$ cat src/rtl/debounce_xy_pkg.sv
// Shared definitions for the debounce_xy input-conditioning block.
//   - FSM state encoding used by each per-channel debouncer
//   - default filter length and counter width
package debounce_xy_pkg;

  // Consecutive synchronised samples required before an output flips.
  localparam int DEBOUNCE_CYCLES_DEF = 4;

  // Counter width; 2**CNT_W must exceed the filter length.
  localparam int CNT_W_DEF = 16;

  typedef enum logic {
    ST_STABLE = 1'b0,
    ST_WAIT   = 1'b1
  } state_t;

endpackage : debounce_xy_pkg

$ cat src/rtl/debounce_bit.sv
// Single-channel debouncer: two-flop synchroniser, STABLE/WAIT filter FSM,
// sample counter, registered output level and registered edge strobes.
//
// Ports:
//   clk   in   system clock, rising edge
//   rst   in   asynchronous active-high reset
//   btn   in   raw asynchronous input
//   out   out  debounced, registered level
//   rise  out  one-cycle pulse in the cycle out becomes 1
//   fall  out  one-cycle pulse in the cycle out becomes 0
//   flip  out  combinational: out will toggle at the next clk edge
//              (lets the parent register a summary strobe with no added latency)
module debounce_bit
  import debounce_xy_pkg::*;
#(
  parameter int DEBOUNCE_CYCLES = DEBOUNCE_CYCLES_DEF,
  parameter int CNT_W           = CNT_W_DEF
) (
  input  logic clk,
  input  logic rst,
  input  logic btn,
  output logic out,
  output logic rise,
  output logic fall,
  output logic flip
);

  localparam logic [CNT_W-1:0] CNT_LAST = CNT_W'(DEBOUNCE_CYCLES - 1);

  logic             s1;
  logic             s;
  state_t           state;
  logic [CNT_W-1:0] cnt;

  // Final qualifying sample: the synchronised level still differs from out
  // and enough samples at the new level have already been counted.
  assign flip = (state == ST_WAIT) && (s != out) && (cnt == CNT_LAST);

  // NOTE: every register here uses non-blocking assignment so that s1->s and
  // s->FSM read the previous cycle's values, giving a true two-stage pipeline.
  always_ff @(posedge clk or posedge rst) begin
    if (rst) begin
      s1    <= 1'b0;
      s     <= 1'b0;
      state <= ST_STABLE;
      cnt   <= '0;
      out   <= 1'b0;
      rise  <= 1'b0;
      fall  <= 1'b0;
    end else begin
      s1   <= btn;
      s    <= s1;
      rise <= 1'b0;
      fall <= 1'b0;

      case (state)
        ST_STABLE: begin
          if (s != out) begin
            state <= ST_WAIT;
            cnt   <= CNT_W'(1);
          end else begin
            cnt <= '0;
          end
        end

        ST_WAIT: begin
          if (s == out) begin
            // Returned to the old level: glitch, restart filtering.
            state <= ST_STABLE;
            cnt   <= '0;
          end else if (flip) begin
            // The old level is ~s here, so the edge direction is just s.
            out   <= s;
            rise  <= s;
            fall  <= ~s;
            state <= ST_STABLE;
            cnt   <= '0;
          end else begin
            cnt <= cnt + CNT_W'(1);
          end
        end

        default: begin
          state <= ST_STABLE;
          cnt   <= '0;
        end
      endcase
    end
  end

endmodule : debounce_bit

$ cat src/rtl/debounce_xy.sv
// Input-conditioning stage for the two-input gate block: debounces two raw
// switch inputs into clean X/Y levels plus edge and change strobes.
//
// Ports:
//   clk      in   system clock, rising edge
//   rst      in   asynchronous active-high reset
//   btn_x    in   raw asynchronous input, channel X
//   btn_y    in   raw asynchronous input, channel Y
//   X        out  debounced level, channel X
//   Y        out  debounced level, channel Y
//   x_rise   out  one-cycle pulse, X 0->1
//   x_fall   out  one-cycle pulse, X 1->0
//   y_rise   out  one-cycle pulse, Y 0->1
//   y_fall   out  one-cycle pulse, Y 1->0
//   changed  out  one-cycle pulse when X and/or Y changes, aligned with the edge pulses
module debounce_xy
  import debounce_xy_pkg::*;
#(
  parameter int DEBOUNCE_CYCLES = DEBOUNCE_CYCLES_DEF,
  parameter int CNT_W           = CNT_W_DEF
) (
  input  logic clk,
  input  logic rst,
  input  logic btn_x,
  input  logic btn_y,
  output logic X,
  output logic Y,
  output logic x_rise,
  output logic x_fall,
  output logic y_rise,
  output logic y_fall,
  output logic changed
);

  logic x_flip;
  logic y_flip;

  debounce_bit #(
    .DEBOUNCE_CYCLES (DEBOUNCE_CYCLES),
    .CNT_W           (CNT_W)
  ) u_bit_x (
    .clk  (clk),
    .rst  (rst),
    .btn  (btn_x),
    .out  (X),
    .rise (x_rise),
    .fall (x_fall),
    .flip (x_flip)
  );

  debounce_bit #(
    .DEBOUNCE_CYCLES (DEBOUNCE_CYCLES),
    .CNT_W           (CNT_W)
  ) u_bit_y (
    .clk  (clk),
    .rst  (rst),
    .btn  (btn_y),
    .out  (Y),
    .rise (y_rise),
    .fall (y_fall),
    .flip (y_flip)
  );

  // Registered from the channels' next-edge flip flags, so changed lands in
  // the same cycle as the rise/fall pulses; simultaneous flips merge into one pulse.
  always_ff @(posedge clk or posedge rst) begin
    if (rst) begin
      changed <= 1'b0;
    end else begin
      changed <= x_flip | y_flip;
    end
  end

endmodule : debounce_xy

$ cat config.mk
export PLATFORM = sky130hd
export DESIGN_NAME = debounce_xy
export DESIGN_NICKNAME = d
export VERILOG_FILES = /design/src/rtl/debounce_xy_pkg.sv /design/src/rtl/debounce_bit.sv /design/src/rtl/debounce_xy.sv
export SDC_FILE = /design/constraint.sdc
export NUM_CORES = 1
export LEC_CHECK = 0
export CORE_MARGIN = 1
export CORE_UTILIZATION = 30
export CTS_CLUSTER_DIAMETER = 60
export DETAILED_ROUTE_END_ITERATION = 7
export HOLD_SLACK_MARGIN = 0.15
export PLACE_DENSITY = 0.45
export SLEW_MARGIN = 20
export SYNTH_ARGS = -nofsm -noshare
export SYNTH_HDL_FRONTEND = slang
export SYNTH_SLANG_ARGS = --single-unit
$ cat constraint.sdc
create_clock -name clk -period 1.65 [get_ports clk]
set_clock_uncertainty 0.1 [all_clocks]
set_input_delay 0.33 -clock clk [delete_from_list [all_inputs] [get_ports clk]]
set_output_delay 0.33 -clock clk [all_outputs]
set_load 0.03 [all_outputs]
==> summary by stage, run 1 <==
Synth
The number of different library cells used by synthesis comes to 28. Summing every instance area after synthesis gives 0.00202 mm². After synthesis, flip-flops and latches occupy 55.8% of the total area. The mean cell area of the mapped netlist is approximately 10 µm². Counting flops and latches in the post-synthesis netlist gives 45. The Yosys warning count is 0. After technology mapping, the gate count stands at between 150 and 200. Counting every net in the synthesized netlist gives 202.

Drt
The iteration count of the initial detailed-routing pass is 4. For this run, design rule violations remaining after detail routing come to 0. After detailed routing, the total wire length is 4120 µm. In the final routed layout, each cell accounts on average for 12.5 µm.

The detail route stage leaves a number of antenna-violating nets equal to 0. The count of vias placed by the detailed router is 1,531. The detailed-route vias per instance is 4.65. The initial DRC count is 53.

Timing
The number of hold-slack violations in the final timing report came to 0. Setup repair after global routing could not meet its margin everywhere. In this run the tightest slew margin relative to its limit is 77.3%. For this run, the top clock speed supported by timing is 587 MHz. The count of final setup violators is 12. For the pin with the worst max-slew slack, the measured transition is 0.337 ns. After layout, the worst path uses 103% of the clock period.

Across all setup checks in the final design, the least slack found is -0.0528 ns. The tightest hold margin is 0.253 ns. Adding up every negative setup slack in the final design gives -0.401 ns. The number of pins exceeding their max-slew limit in the final report is 0. The final critical-path required period is roughly 1.7 ns.

Floorplan
The number of placement rows is 29. The floorplan step defined a die boundary enclosing about 0.0071 mm². The die is between 80 and 90 µm wide. The number of top-level pins is 11. The core region is about 0.0064 mm². The overall die height is 84.0 µm. The initial core utilization is 31.4%.

Setup path
The worst reg2reg path endpoint is u_bit_y.out. The critical path launch point type is a register. The largest fanout of any net on the critical path is 3. The category of the most critical setup path is reg2reg. The required time reported for the critical path endpoint is between 1.5 and 2 ns. Measured in cells, the most critical reg-to-reg path has a length of 5. The endpoint class of the critical path is a register.

The source of the worst register-to-register timing path is u_bit_y.cnt[8]. In this run the register-to-register setup slack is -0.05 ns. The signal arrival time at the worst endpoint is 1.79 ns. The worst setup path startpoint is u_bit_y.cnt[8].

Place
In this run the tool buffered the top-level ports with 10 buffer cells. Detailed placement finished with a half-perimeter wire length of 2810 µm. In this run, placement finished with an instance count of 318.

The placer's final routability congestion estimate is 0.732.

Min path
The worst min-delay path endpoint is u_bit_x.s. The tightest min-delay check is of the reg2reg type. The worst hold path passes through 0 cells. The startpoint identified for the worst hold timing path is u_bit_x.s1.

CTS
The CTS tree is yes. The clock root buffer is sky130_fd_sc_hd__clkbuf_8. The total CTS buffers is 5.

At the later pin of the worst-skew pair, clock insertion delay measures 0.30 ns. After clock tree synthesis, the clock-pin slew on the worst setup and hold paths is around 0.09 ns. The number of sinks on the clock net is 45. The clock passes through at most 2 buffers.

The H-tree was split into 2 levels.

Run status
The final reports fail on setup timing. The run finished, with violations left.

Cells and area
After the last flow step, the layout net total stands at ~260. The sequential cells in the finished layout cover a total of about 0.0011 mm². The final standard cell count with taps included and fillers excluded is 329. Of the cells placed in the final design, the portion with a size suffix greater than 1 is 35.3%. The area growth from synthesis to layout is 40.4%. The number of fill cells is just over 600. Measured on the finished design, the core utilization comes to 44.1%. The area of the multi-input gates is 0.00102 mm².

0 antenna diodes ended up in the layout.

Pwr
The net switching component of the power is 943 µW. The sequential fraction of design power is 42.6%. The reported leakage power is 1.16 nW. The worst-case IR drop observed on VDD is 848 µV. Dividing total power by cell area gives a power density of 1070 mW/mm². In this run, the clock network consumes 28.9% of the power. The total internal power is 2.08 mW. In this run switching power makes up 31.2% of total power. The combinational power share is 28.5%.

Global route
The first-pass GRT wire length is 7170 µm. The via count of the first global-routing pass is 1,473. The total overflow reported by the global router is 0.

The initial antenna violation count is 0. Global routing consumed, over all layers together, about an eighth of the routing resources. Entering global routing, the biggest net connects 46 pins.

Run
Across the run, the number of max-cap violations was 0.
==> what timing repair did <==
action                                  4_1_cts  5_1_grt
hold buffers                                  0        0
buffers inserted                              1        2
gates cloned                                  0        1
pin swaps                                     6       22
gates resized for setup                      15       41
endpoints found under the setup margin       13       26
==> worst max path at each step <==
stage                             end  slack [ns]  cells after the start
after floorplan           u_bit_y.out       0.002                      5
after global placement    u_bit_x.out       -0.08                      5
after detailed placement  u_bit_x.out       -0.08                      5
after CTS                 u_bit_y.out       -0.03                      5
after global routing      u_bit_y.out       -0.17                      5
final                     u_bit_y.out       -0.05                      5
==> power groups by stage <==
stage	sequential (mW)	clock [mW]	combinational, mW
3_3_place_gp	1.30	0	0.686
4_1_cts	1.27	0.890	0.700
2_1_floorplan	1.36	0	0.351
6_report	1.29	0.872	0.860
3_5_place_dp	1.30	0	0.681
5_1_grt	1.30	0.949	0.950
==> synthesized netlist by cell type <==
master,number,area (µm²)
sky130_fd_sc_hd__a21oi_1,2,10.0
sky130_fd_sc_hd__a31o_2,1,8.76
sky130_fd_sc_hd__and2_1,2,12.5
sky130_fd_sc_hd__and3_1,1,6.26
sky130_fd_sc_hd__and3_2,1,7.51
sky130_fd_sc_hd__buf_2,2,10.0
sky130_fd_sc_hd__clkbuf_1,2,7.51
sky130_fd_sc_hd__dfrtp_1,45,1130
sky130_fd_sc_hd__ha_1,2,25.0
sky130_fd_sc_hd__inv_1,9,33.8
sky130_fd_sc_hd__mux2_2,2,22.5
sky130_fd_sc_hd__nand2_1,7,26.3
sky130_fd_sc_hd__nand2b_1,4,25.0
sky130_fd_sc_hd__nand3_1,12,60.1
sky130_fd_sc_hd__nand4_1,8,50.1
sky130_fd_sc_hd__nand4_4,1,21.3
sky130_fd_sc_hd__nor2_1,36,135
sky130_fd_sc_hd__nor3_1,11,55.1
sky130_fd_sc_hd__nor4_1,9,56.3
sky130_fd_sc_hd__nor4b_1,2,17.5
sky130_fd_sc_hd__o21ai_0,2,10.0
sky130_fd_sc_hd__o22ai_1,2,12.5
sky130_fd_sc_hd__o31ai_1,1,7.51
sky130_fd_sc_hd__or2_0,1,6.26
sky130_fd_sc_hd__or2_2,2,12.5
sky130_fd_sc_hd__or4_1,1,7.51
sky130_fd_sc_hd__xnor2_1,23,201
sky130_fd_sc_hd__xor2_1,5,43.8
==> cells by family after synthesis <==
kind of cell	count (synthesis)	synth area share [%]
buffers and inverters	13	2.54
muxes	2	1.12
and+or+nand+nor	98	24.7
adders and majority gates	2	1.24
AOI/OAI and AO/OA	8	2.42
xor gates and xnor gates	28	12.2
DFF	45	55.8
==> layer usage <==
metal  part of all wire [%]  global-route usage, %  vias up
li1                       -                      -      777
met5                      0                      0        -
met3                    2.8                   4.45        2
met2                     48                   20.8       19
met1                     49                   17.5      733
met4                   0.48                   2.82        0
==> cells in the final DEF, fill, tap and decap left out, types with 2 or more instances in the layout <==
cell type,synthesis,routed
sky130_fd_sc_hd__nand2b_1,4,4
sky130_fd_sc_hd__clkbuf_8,0,6
sky130_fd_sc_hd__dfrtp_2,0,2
sky130_fd_sc_hd__nand4_1,8,8
sky130_fd_sc_hd__nor2_2,0,8
sky130_fd_sc_hd__nor4_1,9,4
sky130_fd_sc_hd__a21oi_2,0,2
sky130_fd_sc_hd__nand3_1,12,10
sky130_fd_sc_hd__xnor2_1,23,23
sky130_fd_sc_hd__buf_6,0,4
sky130_fd_sc_hd__dlygate4sd2_1,0,7
sky130_fd_sc_hd__nor3_1,11,11
sky130_fd_sc_hd__inv_1,9,8
sky130_fd_sc_hd__nor2_4,0,8
sky130_fd_sc_hd__xor2_1,5,5
sky130_fd_sc_hd__nand3_2,0,2
sky130_fd_sc_hd__nor4_2,0,5
sky130_fd_sc_hd__and2_1,2,2
sky130_fd_sc_hd__dfrtp_1,45,43
sky130_fd_sc_hd__buf_4,0,37
sky130_fd_sc_hd__mux2_4,0,2
sky130_fd_sc_hd__clkdlybuf4s50_1,0,3
sky130_fd_sc_hd__nor2_1,36,20
sky130_fd_sc_hd__nand2_1,7,7
==> stage by stage <==
stage | power, mW | setup slack [ns] | cell area, µm²
6_report | 3.02 | -0.0528 | 2830
3_5_place_dp | 1.98 | -0.0829 | 2510
3_3_place_gp | 1.98 | -0.0750 | 2510
5_1_grt | 3.20 | -0.172 | 2830
4_1_cts | 2.86 | -0.0297 | 2660
2_1_floorplan | 1.71 | 0.00205 | 2030
==> worst max-delay path, cell delays in order (launching register included) <==
cell and delay [ns]:
sky130_fd_sc_hd__dfrtp_1 0.40, sky130_fd_sc_hd__nor4_2 0.28, sky130_fd_sc_hd__buf_4 0.15, sky130_fd_sc_hd__nand4_1 0.16, sky130_fd_sc_hd__nor2_2 0.19, sky130_fd_sc_hd__mux2_4 0.31
==> registers in the layout, indices dropped and copies added (netlist names) <==
signal,cells
changed,1
u_bit_x.cnt,16
u_bit_x.fall,1
u_bit_x.out,1
u_bit_x.rise,1
u_bit_x.s,1
u_bit_x.s1,1
u_bit_x.state,1
u_bit_y.cnt,16
u_bit_y.fall,1
u_bit_y.out,1
u_bit_y.rise,1
u_bit_y.s,1
u_bit_y.s1,1
u_bit_y.state,1
==> layout make-up <==
type                            count  area share (%)
Clock inverter                      1            1.06
Clock buffer                        7            3.05
Sequential cell                    45            39.8
Multi-Input combinational cell    138            36.1
Inverter                            9            1.19
Timing Repair Buffer               52            15.3
Tap cell                           77            3.40
(Power assumes the default switching activity.)
==> run 2: changes to the inputs <==
Settings changed: CORE_ASPECT_RATIO set to 2.
==> run 2 against run 1 <==
Compared with the run above: the run still ends with setup timing left; count of clock-buffer cells in the layout is 1 lower; die area is 0.28% higher; combinational power is 8.8% higher; sequential share of layout area is 1.2 points lower; sequential power hardly changed; sequential cell count stayed put; critical path type unchanged; critical endpoint unchanged; largest cell class unchanged.
==> summary by stage, run 2 (synthesis results as in run 1) <==
Run status
Status: finished with violations (unchanged). Failing checks: setup timing (unchanged).

Timing
The number of pins exceeding their max-slew limit in the final report came to 0 (unchanged). The slack of the critical path came to -0.0839 ns (was -0.0528 ns). The maximum clock frequency is 577 MHz (was 587 MHz). The final critical-path required period is 1.73 ns (was 1.70 ns). The post-route clock period utilization is 105% (was 103%). The worst slew slack as a fraction of its limit is 76.7% (was 77.3%).

The actual transition at the worst max-transition pin came to 0.346 ns (was 0.337 ns). The number of hold-slack violations in the final timing report is 0 (unchanged). RSZ-0062 raised after global routing: true (unchanged). The count of final setup violators is 19 (was 12).

Global route
The total overflow reported by the global router came to 0 (unchanged). The global routing usage summed across all routing layers is 15.2% (was 13.1%). The via count of the first global-routing pass is 1,701 (was 1,473). The largest net degree at the start of global routing is 46 (unchanged). The first-pass GRT wire length is 7820 µm (was 7170 µm). The initial antenna violation count came to 0 (unchanged).

Floorplan
The overall die height was 118 µm (was 84.0 µm). The initial core utilization is 30.7% (was 31.4%). The area of the core is 0.00657 mm² (was 0.00642 mm²). The number of placement rows is 42 (was 29). The horizontal die dimension is 60.0 µm (was 84.0 µm).

The die area came to 0.00708 mm² (was 0.00706 mm²). The number of top-level pins came to 11 (unchanged).

Drt
The total wire length is 4620 µm (was 4120 µm). The count of vias placed by the detailed router is 1,620 (was 1,531). The routed length per instance is 13.3 µm (was 12.5 µm). The initial DRC count is 45 (was 53).

The detailed-route vias per instance was 4.66 (was 4.65). The remaining design rule violation count is 0 (unchanged). The remaining antenna violation count after routing is 0 (unchanged). The iteration count of the initial detailed-routing pass is 4 (unchanged).

CTS
The total CTS buffers is 5 (unchanged). The CTS clock-pin slew for the worst setup and hold paths is 0.06 ns (was 0.09 ns). The insertion delay to the later sink of the worst-skew pair came to 0.29 ns (was 0.30 ns). The maximum buffer depth of the clock tree came to 2 (unchanged). The clock root buffer is sky130_fd_sc_hd__clkbuf_16 (was sky130_fd_sc_hd__clkbuf_8). The CTS tree is yes (unchanged).

The number of sinks on the clock net is 45 (unchanged). The number of H-tree branching levels is 2 (unchanged).

Place
The minimum setup slack after placement is -0.194 ns (was -0.0829 ns). The HPWL reported at the end of detailed placement was 3400 µm (was 2810 µm). The number of buffer cells added on primary ports is 10 (unchanged). The placer's final routability congestion estimate is 0.739 (was 0.732).

Cells and area
The fraction of layout cells with a size suffix above 1 is 35.0% (was 35.3%). The most common cell after layout, fill and taps aside is sky130_fd_sc_hd__dfrtp_1 (unchanged). The utilization of the core after routing is 44.3% (was 44.1%).

Largest registers: u_bit_x.cnt x16, u_bit_y.cnt x16 (unchanged). The count of inserted antenna diode cells came to 0 (unchanged). The final net count is 265 (was 257). The area added between synthesis and finish is 44.3% (was 40.4%).

Most frequent cells in the layout: sky130_fd_sc_hd__dfrtp_1, sky130_fd_sc_hd__buf_4, sky130_fd_sc_hd__xnor2_1 (unchanged).

Min path
The type of the tightest min-delay check is reg2reg (unchanged).

Pwr
The reported leakage power is 1.22 nW (was 1.16 nW). The total power per unit cell area is 1150 mW/mm² (was 1070 mW/mm²). The peak supply drop is 796 µV (was 848 µV).

The total chip power is 3.36 mW (was 3.02 mW).

Setup path
The category of the most critical setup path is reg2reg (unchanged). The required time reported for the critical path endpoint was 1.72 ns (was 1.74 ns). The critical path launch point type was a register (unchanged). The largest fanout of any net on the critical path is 3 (unchanged). The endpoint class of the critical path was a register (unchanged). The signal arrival time at the worst endpoint is 1.81 ns (was 1.79 ns).

Run
The max-capacitance violation count is 0 (unchanged).
==> run 2: final timing paths <==
| check | cells past startpoint | endpoint | start | slack (ns) |
|---|---|---|---|---|
| max | 5 | u_bit_y.out | u_bit_y.cnt[8] | -0.08 |
| min | 0 | u_bit_x.s | u_bit_x.s1 | 0.25 |
| max reg2reg | 5 | u_bit_y.out | u_bit_y.cnt[8] | -0.08 |
| min reg2reg | 0 | u_bit_x.s | u_bit_x.s1 | 0.25 |
| max in group asynchronous | 3 | u_bit_y.fall | rst | 0.93 |
| min in group asynchronous | 3 | u_bit_y.cnt[10] | rst | 0.29 |
==> run 2: layout make-up <==
class / count / area, µm²
clock buffers: 6 / 129
clock inverters: 2 / 38.8
fillers: 637 / 3660
inverters: 9 / 33.8
multi-input cells: 138 / 977
flip-flops and latches: 45 / 1130
well taps: 88 / 110
repair buffers: 60 / 498
==> run 2: routing by layer <==
layer	GRT usage, %	vias up	wire length [µm]
met2	28.1	12	2790
met1	13.7	808	1540
met5	0	-	0
li1	-	787	-
met4	9.59	0	204
met3	3.41	13	84
==> run 2: metrics by stage <==
stage | area [µm²] | instances | setup TNS [ns] | hold WS, ns
floorplan | 2030 | 196 | 0 | 0.231
global placement | 2550 | 333 | -1.57 | 0.233
CTS | 2830 | 347 | -0.964 | 0.252
detailed placement | 2550 | 333 | -1.88 | 0.236
finish | 2910 | 348 | -1.00 | 0.250
global route | 2910 | 348 | -3.10 | 0.258
==> run 2: power breakdown <==
part           switching [mW]  total, mW  internal, mW
clock                   0.420       1.14         0.718
combinational           0.492      0.936         0.444
sequential             0.0795       1.29          1.21
==> run 2: critical path, stage by stage, from the launching register on <==
cell and delay, ns:
sky130_fd_sc_hd__dfrtp_1 0.39, sky130_fd_sc_hd__nor4_2 0.33, sky130_fd_sc_hd__buf_4 0.16, sky130_fd_sc_hd__nand4_1 0.17, sky130_fd_sc_hd__nor2_2 0.17, sky130_fd_sc_hd__mux2_4 0.31
==> run 2: what timing repair did <==
action                                  4_1_cts  5_1_grt
endpoints found under the setup margin       35       33
setup buffers                                 6        1
gates resized for setup                      28       19
hold buffers                                  0        0
pin swaps                                    19       14
